## src/rtl/ascon_pkg.sv

```systemverilog
// Shared types and constants for the Ascon initialization engine.
// Holds the variant select enum, engine FSM states, the 320-bit state struct,
// the four initialization vectors, the p^a round-constant table and small helpers.
package ascon_pkg;

  typedef enum logic [1:0] {
    ASCON_128  = 2'd0,
    ASCON_128A = 2'd1,
    ASCON_HASH = 2'd2,
    ASCON_XOF  = 2'd3
  } ascon_sel_e;

  typedef enum logic [1:0] {
    StIdle = 2'd0,
    StRun  = 2'd1,
    StDone = 2'd2
  } eng_state_e;

  typedef struct packed {
    logic [63:0] x0;
    logic [63:0] x1;
    logic [63:0] x2;
    logic [63:0] x3;
    logic [63:0] x4;
  } ascon_state_t;

  localparam logic [63:0] IV_128  = 64'h80400c0600000000;
  localparam logic [63:0] IV_128A = 64'h80800c0800000000;
  localparam logic [63:0] IV_HASH = 64'h00400c0000000100;
  localparam logic [63:0] IV_XOF  = 64'h00400c0000000000;

  localparam int unsigned NumRounds = 12;

  // Entry i is {4'hF-i, 4'h0+i}; index 0 sits in the low byte.
  localparam logic [11:0][7:0] RoundConst = {
    8'h4b, 8'h5a, 8'h69, 8'h78, 8'h87, 8'h96,
    8'ha5, 8'hb4, 8'hc3, 8'hd2, 8'he1, 8'hf0
  };

  function automatic logic [63:0] ror64(input logic [63:0] v, input int unsigned n);
    return (v >> n) | (v << (64 - n));
  endfunction

  // Initial state before the permutation; key/nonce only matter for the AEAD variants.
  function automatic ascon_state_t init_state(input ascon_sel_e sel,
                                              input logic [127:0] key,
                                              input logic [127:0] nonce);
    ascon_state_t s;
    s = '0;
    case (sel)
      ASCON_128, ASCON_128A: begin
        s.x0 = (sel == ASCON_128) ? IV_128 : IV_128A;
        s.x1 = key[127:64];
        s.x2 = key[63:0];
        s.x3 = nonce[127:64];
        s.x4 = nonce[63:0];
      end
      ASCON_HASH: s.x0 = IV_HASH;
      default:    s.x0 = IV_XOF;
    endcase
    return s;
  endfunction

endpackage

```

## src/rtl/ascon_round.sv

```systemverilog
// One combinational Ascon permutation round.
// Ports:
//   state_i  : 320-bit state entering the round
//   round_i  : absolute round index 0..11 (selects the round constant)
//   state_o  : state after constant addition, S-box layer and linear layer
module ascon_round
  import ascon_pkg::*;
(
  input  ascon_state_t state_i,
  input  logic [3:0]   round_i,
  output ascon_state_t state_o
);

  logic [7:0]  rc;
  logic [63:0] x0, x1, x2, x3, x4;
  logic [63:0] t0, t1, t2, t3, t4;

  always_comb begin
    rc = (round_i < 4'd12) ? RoundConst[round_i] : 8'h00;

    x0 = state_i.x0;
    x1 = state_i.x1;
    x2 = state_i.x2 ^ {56'h0, rc};
    x3 = state_i.x3;
    x4 = state_i.x4;

    // Bitsliced 5-bit S-box: input mixing, chi-like core, output mixing.
    x0 = x0 ^ x4;
    x4 = x4 ^ x3;
    x2 = x2 ^ x1;
    t0 = ~x0 & x1;
    t1 = ~x1 & x2;
    t2 = ~x2 & x3;
    t3 = ~x3 & x4;
    t4 = ~x4 & x0;
    x0 = x0 ^ t1;
    x1 = x1 ^ t2;
    x2 = x2 ^ t3;
    x3 = x3 ^ t4;
    x4 = x4 ^ t0;
    x1 = x1 ^ x0;
    x0 = x0 ^ x4;
    x3 = x3 ^ x2;
    x2 = ~x2;

    state_o.x0 = x0 ^ ror64(x0, 19) ^ ror64(x0, 28);
    state_o.x1 = x1 ^ ror64(x1, 61) ^ ror64(x1, 39);
    state_o.x2 = x2 ^ ror64(x2, 1)  ^ ror64(x2, 6);
    state_o.x3 = x3 ^ ror64(x3, 10) ^ ror64(x3, 17);
    state_o.x4 = x4 ^ ror64(x4, 7)  ^ ror64(x4, 41);
  end

endmodule

```

## src/rtl/ascon_init_engine.sv

```systemverilog
// Ascon initialization engine: builds the initial state from key/nonce/variant,
// runs p^a with ROUNDS_PER_CYCLE unrolled rounds per clock, applies the AEAD key
// finalisation and holds the result under a valid/ready handshake.
// Ports:
//   clk, rst_n              : clock, asynchronous active-low reset
//   in_valid_i / in_ready_o : request handshake
//   sel_type_i              : 0=Ascon-128, 1=Ascon-128a, 2=Hash, 3=XOF
//   key_i, nonce_i          : 128-bit key and nonce (ignored for Hash/XOF)
//   out_valid_o/out_ready_i : result handshake
//   out_type_o              : variant of the held result
//   x0_o..x4_o              : state words (working registers, qualified by out_valid_o)
//   busy_o                  : permutation in progress
module ascon_init_engine
  import ascon_pkg::*;
#(
  parameter int unsigned PA_ROUNDS        = 12,
  parameter int unsigned ROUNDS_PER_CYCLE = 1,
  parameter int unsigned KEY_W            = 128
) (
  input  logic             clk,
  input  logic             rst_n,
  input  logic             in_valid_i,
  output logic             in_ready_o,
  input  logic [1:0]       sel_type_i,
  input  logic [KEY_W-1:0] key_i,
  input  logic [KEY_W-1:0] nonce_i,
  output logic             out_valid_o,
  input  logic             out_ready_i,
  output logic [1:0]       out_type_o,
  output logic [63:0]      x0_o,
  output logic [63:0]      x1_o,
  output logic [63:0]      x2_o,
  output logic [63:0]      x3_o,
  output logic [63:0]      x4_o,
  output logic             busy_o
);

  if (KEY_W != 128) begin : g_bad_key_w
    $fatal(1, "ascon_init_engine: KEY_W must be 128");
  end
  if (PA_ROUNDS < 1 || PA_ROUNDS > NumRounds) begin : g_bad_pa_rounds
    $fatal(1, "ascon_init_engine: PA_ROUNDS must be 1..12");
  end
  if (ROUNDS_PER_CYCLE < 1 || (PA_ROUNDS % ROUNDS_PER_CYCLE) != 0) begin : g_bad_rpc
    $fatal(1, "ascon_init_engine: ROUNDS_PER_CYCLE must divide PA_ROUNDS");
  end

  localparam logic [3:0] RcntInit = 4'(NumRounds - PA_ROUNDS);
  localparam logic [3:0] RcntStep = 4'(ROUNDS_PER_CYCLE);
  localparam logic [3:0] RcntLast = 4'(NumRounds);

  eng_state_e   state_q, state_d;
  logic [3:0]   rcnt_q, rcnt_d;
  ascon_state_t st_q, st_d;
  ascon_sel_e   sel_q, sel_d;
  logic [127:0] key_q, key_d;
  // Registered IDLE decode: holds in_ready low for the first cycle after reset.
  logic         idle_q;
  logic         accept;
  logic         last_cycle;
  ascon_state_t rounds_out;

  // Unrolled round chain; each stage uses round index rcnt_q + r.
  for (genvar r = 0; r < ROUNDS_PER_CYCLE; r++) begin : g_round
    ascon_state_t st_in;
    ascon_state_t st_out;
    logic [3:0]   idx;
    if (r == 0) begin : g_first
      assign st_in = st_q;
    end else begin : g_next
      assign st_in = g_round[r-1].st_out;
    end
    assign idx = rcnt_q + 4'(r);
    ascon_round u_round (
      .state_i (st_in),
      .round_i (idx),
      .state_o (st_out)
    );
  end
  assign rounds_out = g_round[ROUNDS_PER_CYCLE-1].st_out;

  assign in_ready_o  = idle_q || ((state_q == StDone) && out_ready_i);
  assign accept      = in_valid_i && in_ready_o;
  assign last_cycle  = ((rcnt_q + RcntStep) == RcntLast);
  assign out_valid_o = (state_q == StDone);
  assign busy_o      = (state_q == StRun);
  assign out_type_o  = sel_q;
  assign x0_o        = st_q.x0;
  assign x1_o        = st_q.x1;
  assign x2_o        = st_q.x2;
  assign x3_o        = st_q.x3;
  assign x4_o        = st_q.x4;

  always_comb begin
    state_d = state_q;
    rcnt_d  = rcnt_q;
    st_d    = st_q;
    sel_d   = sel_q;
    key_d   = key_q;

    unique case (state_q)
      StIdle: ;
      StRun: begin
        st_d   = rounds_out;
        rcnt_d = rcnt_q + RcntStep;
        if (last_cycle) begin
          if (sel_q == ASCON_128 || sel_q == ASCON_128A) begin
            st_d.x3 = rounds_out.x3 ^ key_q[127:64];
            st_d.x4 = rounds_out.x4 ^ key_q[63:0];
          end
          state_d = StDone;
        end
      end
      StDone: begin
        if (out_ready_i) state_d = StIdle;
      end
      default: state_d = StIdle;
    endcase

    // Accept overrides DONE->IDLE so back-to-back requests go straight to RUN.
    if (accept) begin
      sel_d   = ascon_sel_e'(sel_type_i);
      key_d   = key_i;
      st_d    = init_state(ascon_sel_e'(sel_type_i), key_i, nonce_i);
      rcnt_d  = RcntInit;
      state_d = StRun;
    end
  end

  always_ff @(posedge clk or negedge rst_n) begin
    if (!rst_n) begin
      state_q <= StIdle;
      rcnt_q  <= '0;
      st_q    <= '0;
      sel_q   <= ASCON_128;
      key_q   <= '0;
      idle_q  <= 1'b0;
    end else begin
      state_q <= state_d;
      rcnt_q  <= rcnt_d;
      st_q    <= st_d;
      sel_q   <= sel_d;
      key_q   <= key_d;
      idle_q  <= (state_d == StIdle);
    end
  end

endmodule

```

## config.mk

```make
export PLATFORM = sky130hd
export DESIGN_NAME = ascon_init_engine
export DESIGN_NICKNAME = d
export VERILOG_FILES = /design/src/rtl/ascon_pkg.sv /design/src/rtl/ascon_round.sv /design/src/rtl/ascon_init_engine.sv
export SDC_FILE = /design/constraint.sdc
export NUM_CORES = 2
export LEC_CHECK = 0
export CORE_MARGIN = 10
export CORE_UTILIZATION = 60
export CTS_CLUSTER_DIAMETER = 40
export DETAILED_ROUTE_END_ITERATION = 8
export DONT_BUFFER_PORTS = 1
export PLACE_DENSITY = 0.76
export RECOVER_POWER = 50
export SLEW_MARGIN = 20
export SYNTH_ARGS = -nofsm -noshare
export SYNTH_HDL_FRONTEND = slang
export SYNTH_SLANG_ARGS = --single-unit
```

## constraint.sdc

```tcl
create_clock -name clk -period 3 [get_ports clk]
set_clock_uncertainty 0.15 [all_clocks]
set_input_delay 0.3 -clock clk [delete_from_list [all_inputs] [get_ports clk]]
set_output_delay 0.3 -clock clk [all_outputs]
set_load 0.02 [all_outputs]
```

# == After elaboration in Yosys (flattened, before gate mapping) ==
# Memories as Yosys holds them, arrays and structs flattened.
# Cells that the tools add are included.
# word_totals
inputBits,262
reg_bits,457
word_cells,90
mem_count,1
rom_bits,128
out_inout_bits,325
# op_classes
n_eq_ne,6
mux,15
n_bitwise,45
n_reduce_logical,10
order_cmp,2
n_addsub,1
# mem_list
name,words,width,rd,rd_ports_with_merged_regs,wr,line_no,text
(name not given),16,8,1,0,0,ascon_round.sv:19,rc = (round_i < 4'd12) ? RoundConst[round_i] : 8'h00;
# ops
op,count
64-bit bitwise XOR,23
320-bit two-way mux,2
64-bit NOT,6
64-bit AND,5
128-bit two-way mux,2
256-bit two-way mux,1
64-bit one-hot mux with 2 select lines,1
23-bit by 64-bit bitwise OR with 64-bit output,1
25-bit by 64-bit bitwise OR with 64-bit output,1
3-bit by 64-bit bitwise OR with 64-bit output,1
36-bit by 64-bit bitwise OR with 64-bit output,1
45-bit by 64-bit bitwise OR with 64-bit output,1
47-bit by 64-bit bitwise OR with 64-bit output,1
54-bit by 64-bit bitwise OR with 64-bit output,1
57-bit by 64-bit bitwise OR with 64-bit output,1
58-bit by 64-bit bitwise OR with 64-bit output,1
63-bit by 64-bit bitwise OR with 64-bit output,1
64-bit by 8-bit bitwise XOR with 64-bit output,1
56-bit two-way mux,1
8-bit two-way mux,2
2-bit logical NOT,4
4-bit two-way mux,2
"2-bit by 1-bit == test with 1-bit output, second input constant",3
2-bit two-way mux,3
10 further kinds,13

# == Longest topological paths before layout ==
# depth
word_depth,15
depth_mapped,10

# == Modules after synthesis ==
# A second synthesis with hierarchy kept.
# unflattened
hier_cells,4127
area_unflattened_um2,35564.1
# by_module_without_submodules
module,area_per_inst_um2,cells_per_inst,instances
ascon_init_engine,20744.9,2299,1
ascon_round,14819.2,1828,1

# == Worst setup path after synthesis ==
# Ideal clock, no wire load.
# synth_path
kind,reg2reg
startpoint,register rcnt_q[2]
endpoint,"register st_q, in the netlist x3_o[58]"
period_less_slack_ns,2.687
slack_ns,0.313
path_buffers,1
path_stages_with_launch,10
arrival_time_ns,2.406
required_time_ns,2.718
setup_ns,0.132
path_cell_list,dfrtp_1 -> buf_6 -> a21oi_1 -> xor2_1 -> ha_1 -> xnor2_1 -> xnor2_1 -> xnor3_1 -> xnor2_1 -> o21ai_1
# synth_between
elab_chain_len,15
# synth_lines
item,line_no,text
start: declaration,ascon_init_engine.sv:53,"logic [3:0] rcnt_q, rcnt_d;"
start signal: assignment,ascon_init_engine.sv:140,rcnt_q <= rcnt_d;
memory 16 x 8 bit,--,
8-bit two-way mux (implied by the code),ascon_round.sv:19,
8-bit two-way mux,ascon_round.sv:19,
64-bit by 8-bit bitwise XOR with 64-bit output,ascon_round.sv:23,"x2 = state_i.x2 ^ {56'h0, rc};"
64-bit bitwise XOR,ascon_round.sv:30,x2 = x2 ^ x1;
64-bit bitwise XOR,ascon_round.sv:38,x2 = x2 ^ t3;
64-bit bitwise XOR,ascon_round.sv:43,x3 = x3 ^ x2;
54-bit by 64-bit bitwise OR with 64-bit output,ascon_pkg.sv:41,return (v >> n) | (v << (64 - n));
64-bit bitwise XOR (2 in series),ascon_round.sv:49,"state_o.x3 = x3 ^ ror64(x3, 10) ^ ror64(x3, 17);"
64-bit bitwise XOR,ascon_init_engine.sv:108,st_d.x3 = rounds_out.x3 ^ key_q[127:64];
128-bit two-way mux,ascon_init_engine.sv:107,if (sel_q == ASCON_128 || sel_q == ASCON_128A) begin
128-bit two-way mux (*),ascon_init_engine.sv:106,if (last_cycle) begin
320-bit two-way mux (*),ascon_init_engine.sv:101,unique case (state_q)
320-bit two-way mux (*),ascon_init_engine.sv:121,if (accept) begin
end signal: assignment,ascon_init_engine.sv:141,st_q <= st_d;
end: declaration,ascon_init_engine.sv:54,"ascon_state_t st_q, st_d;"
# Mark *: on every way between the ends. The rest lies on a longest branch, timed or not. The select of a mux whose other input is x is not followed.
# A chain may end at the register's enable or synchronous reset.

# == Worst setup path in the final report ==
# layout_path
startpoint,"register st_q, in the netlist x0_o[28]"
endpoint,"register st_q, in the netlist x1_o[28]"
# layout_between
elab_chain_len,7
# layout_lines
item,line_no,text
64-bit bitwise XOR,ascon_round.sv:28,x0 = x0 ^ x4;
64-bit bitwise XOR,ascon_round.sv:36,x0 = x0 ^ t1;
64-bit bitwise XOR,ascon_round.sv:41,x1 = x1 ^ x0;
64-bit bitwise XOR (2 in series),ascon_round.sv:47,"state_o.x1 = x1 ^ ror64(x1, 61) ^ ror64(x1, 39);"
320-bit two-way mux,ascon_init_engine.sv:101,
320-bit two-way mux,ascon_init_engine.sv:121,
# No other way between the ends. The select of a mux whose other input is x is not followed.

==> impl_metrics.py <==
metrics = {
    "outcome": {
        "status": "complete, but fails checks",
        "violations": "hold timing, setup timing",
    },
    "placement": {
        "gp_congestion": 1.12,
        "portBuffers": 0,
        "hpwl_um": 143000,
    },
    "sta": {
        "worst_hold_slack_ns": -0.799,
        "timing.final.crit_period_ns": 3.11,
        "setup_violations": 5,
        "tightestPinTransition_ns": 1.49,
        "rsz0062_at_grt": "false",
        "finalWorstSetupSlack_ns": -0.106,
        "max_freq_ghz": 0.322,
        "timing.slew.headroom_pct": 0.601,
        "finalMaxSlewViolations": 0,
        "post-route-period-util_pct": 104,
        "finalHoldViolCount": 457,
    },
    "cts": {
        "h-tree-depth": 3,
        "ctsLongestPathBuffers": 3,
        "cts_hold_buf": 260,
        "numCtsBuffers": 92,
        "cts_tree": "yes",
        "cts.sinks": 457,
        "clk_pin_slew_ns": 0.06,
        "cts_root_buf": "clkbuf_16",
        "cts_setup_buffers": 0,
        "clk_latency_ns": 0.66,
    },
    "logic_synthesis": {
        "syn_area_um2": 38500,
        "synth_commonest_cells": "xnor2_1, nand2_1, dfrtp_1",
        "synth_edf_count": 0,
        "synth_top_area_share_pct": 29.7,
        "synth.ff_latch_count": 457,
        "yosysMostFrequentCell": "xnor2_1",
        "synthDistinctLibCells": 61,
        "syn_inst": 3944,
        "ys_top_cells_by_area": "dfrtp_1, xnor2_1, xnor3_1",
        "yosys.area.top_type": "dfrtp_1",
        "seq_area_frac_synth_pct": 29.7,
        "avgSynthCellArea_um2": 9.77,
        "yosys_most_used_dff": "dfrtp_1",
        "syn_nets": 4336,
        "async_flop_share_pct": 100,
        "yosys_warnings": 0,
    },
    "global_route": {
        "grt_usage_pct": 51.1,
        "grt_pass1_wl_um": 275000,
        "antenna_found_initial": 11,
        "first_global_vias": 37300,
        "grt_max_degree": 458,
        "gr-total-overflow": 0,
    },
    "floorplan": {
        "num_rows": 92,
        "die-area_um2": 74800,
        "start_util_pct": 60.9,
        "die_w_um": 273,
        "pin_count": 587,
        "fp.dieH_um": 273,
        "design.core.area_um2": 63300,
    },
    "hold_path": {
        "min_path_type": "in2async",
    },
    "routing": {
        "wl_um": 196000,
        "initialDrtViolationCount": 6299,
        "via_count": 37800,
        "avgRoutedWirePerCell_um": 35.3,
        "drc": 0,
        "antenna_left": 0,
        "dr.pass1.iters": 9,
        "via_per_inst": 6.80,
    },
    "critical_path": {
        "worstSetupStartpointType": "flip-flop",
        "crit_path_end_kind": "flip-flop",
        "cp.required_ns": 3.36,
        "max_stage_delay_ns": 0.71,
        "crit_top_cell": "xnor2_1",
        "cpLargestDelayFamily": "XOR/XNOR gates",
        "cp_max_fo": 5,
        "r2r_setup_slack_ns": -0.11,
        "crit_arrival_ns": 3.47,
        "r2r_end": "x1_o[28]",
        "cp_cell_sequence": "xnor2_1 > xnor2_2 > xnor2_1 > xnor2_1 > xnor2_2 > o21ai_0",
        "timing_worst_setup_path_type": "reg2reg",
        "r2r_cells": 6,
        "reg2reg_from": "x0_o[28]",
        "crit_buf_inv": 0,
        "critPathSlowestCell": "dfrtp_1",
    },
    "cells_and_area": {
        "area_growth_pct": 26.4,
        "nets": 5024,
        "layout-drive-gt1-share_pct": 19.2,
        "n_fill_cell": 4171,
    },
    "job": {
        "cap_viol_max_count": 0,
    },
}
repair_timing:
action	CTS	global route
gates resized for setup	2	10
setup endpoints to repair	2	12
pin swaps	0	1
endpoints found under the hold margin	848	457
cell usage in the layout, fill, tap and decap left out, types with 160 or more instances in the layout:
| master | instances |
|---|---|
| buf_4 | 427 |
| a21oi_1 | 400 |
| inv_1 | 160 |
| dlygate4sd3_1 | 259 |
| o21ai_0 | 206 |
| xor2_1 | 184 |
| nand2_1 | 505 |
| dfrtp_1 | 454 |
| xnor2_1 | 575 |
| nor2_1 | 193 |
metal layers:
metal / track usage (%) / wire, µm
met1: 59.6 / 65200
met2: 74.3 / 81500
met3: 20.8 / 30000
met4: 39.0 / 19600
met5: 0 / 25
metrics by stage:
| stage | util, % | area (µm²) | setup WS (ns) | TNS, ns | std cells |
|---|---|---|---|---|---|
| final | 77.0 | 48700 | -0.106 | -0.183 | 5565 |
| after global placement | 68.4 | 43300 | -0.263 | -0.411 | 5123 |
| after global routing | 76.9 | 48700 | 0.0162 | 0 | 5560 |
| after detailed placement | 68.4 | 43300 | -0.179 | -0.317 | 5123 |
| after CTS | 77.4 | 49000 | 0.0250 | 0 | 5553 |
| after floorplan | - | 38500 | 0.313 | 0 | 3944 |
worst max path at each step:
stage / endpoint / slack, ns / cells after the start / start
after floorplan: x3_o[58] / 0.31 / 9 / rcnt_q[2]
after global routing: x3_o[48] / 0.02 / 9 / rcnt_q[2]
after detailed placement: x1_o[28] / -0.18 / 6 / x0_o[28]
after CTS: x0_o[45] / 0.02 / 8 / rcnt_q[2]
final: x1_o[28] / -0.11 / 6 / x0_o[28]
after global placement: x1_o[28] / -0.26 / 6 / x0_o[28]
logic make-up after synthesis:
kind of cell	after synthesis	share of synthesized area (%)
buf+inv	394	4.04
xor+xnor	1057	32.9
flops	457	29.7
compound gates	822	13.2
mux	34	0.886
simple gates	1020	14.3
fa+ha+maj	160	5.00
flip-flops by register name, summed over array words and instances, names as in the netlist:
register	count
out_type_o	2
key_q	128
x2_o	64
x0_o	64
idle_q	1
state_q	2
x3_o	64
rcnt_q	4
x1_o	64
x4_o	64
final cells by class:
cell class                 count  area [µm²]  area share, %
tap                          846        1060           2.17
antenna                       11        27.5         0.0565
clock buffer                 109        2520           5.17
clock inverter                61         594           1.22
timing repair buffer         827        6800           14.0
inverter                     161         607           1.25
multi-input combinational   3093       25700           52.7
sequential                   457       11400           23.5
Power is left out: the tool's default activity adds up to more than one toggle a clock period on the data nets, which glitch-free logic cannot reach.
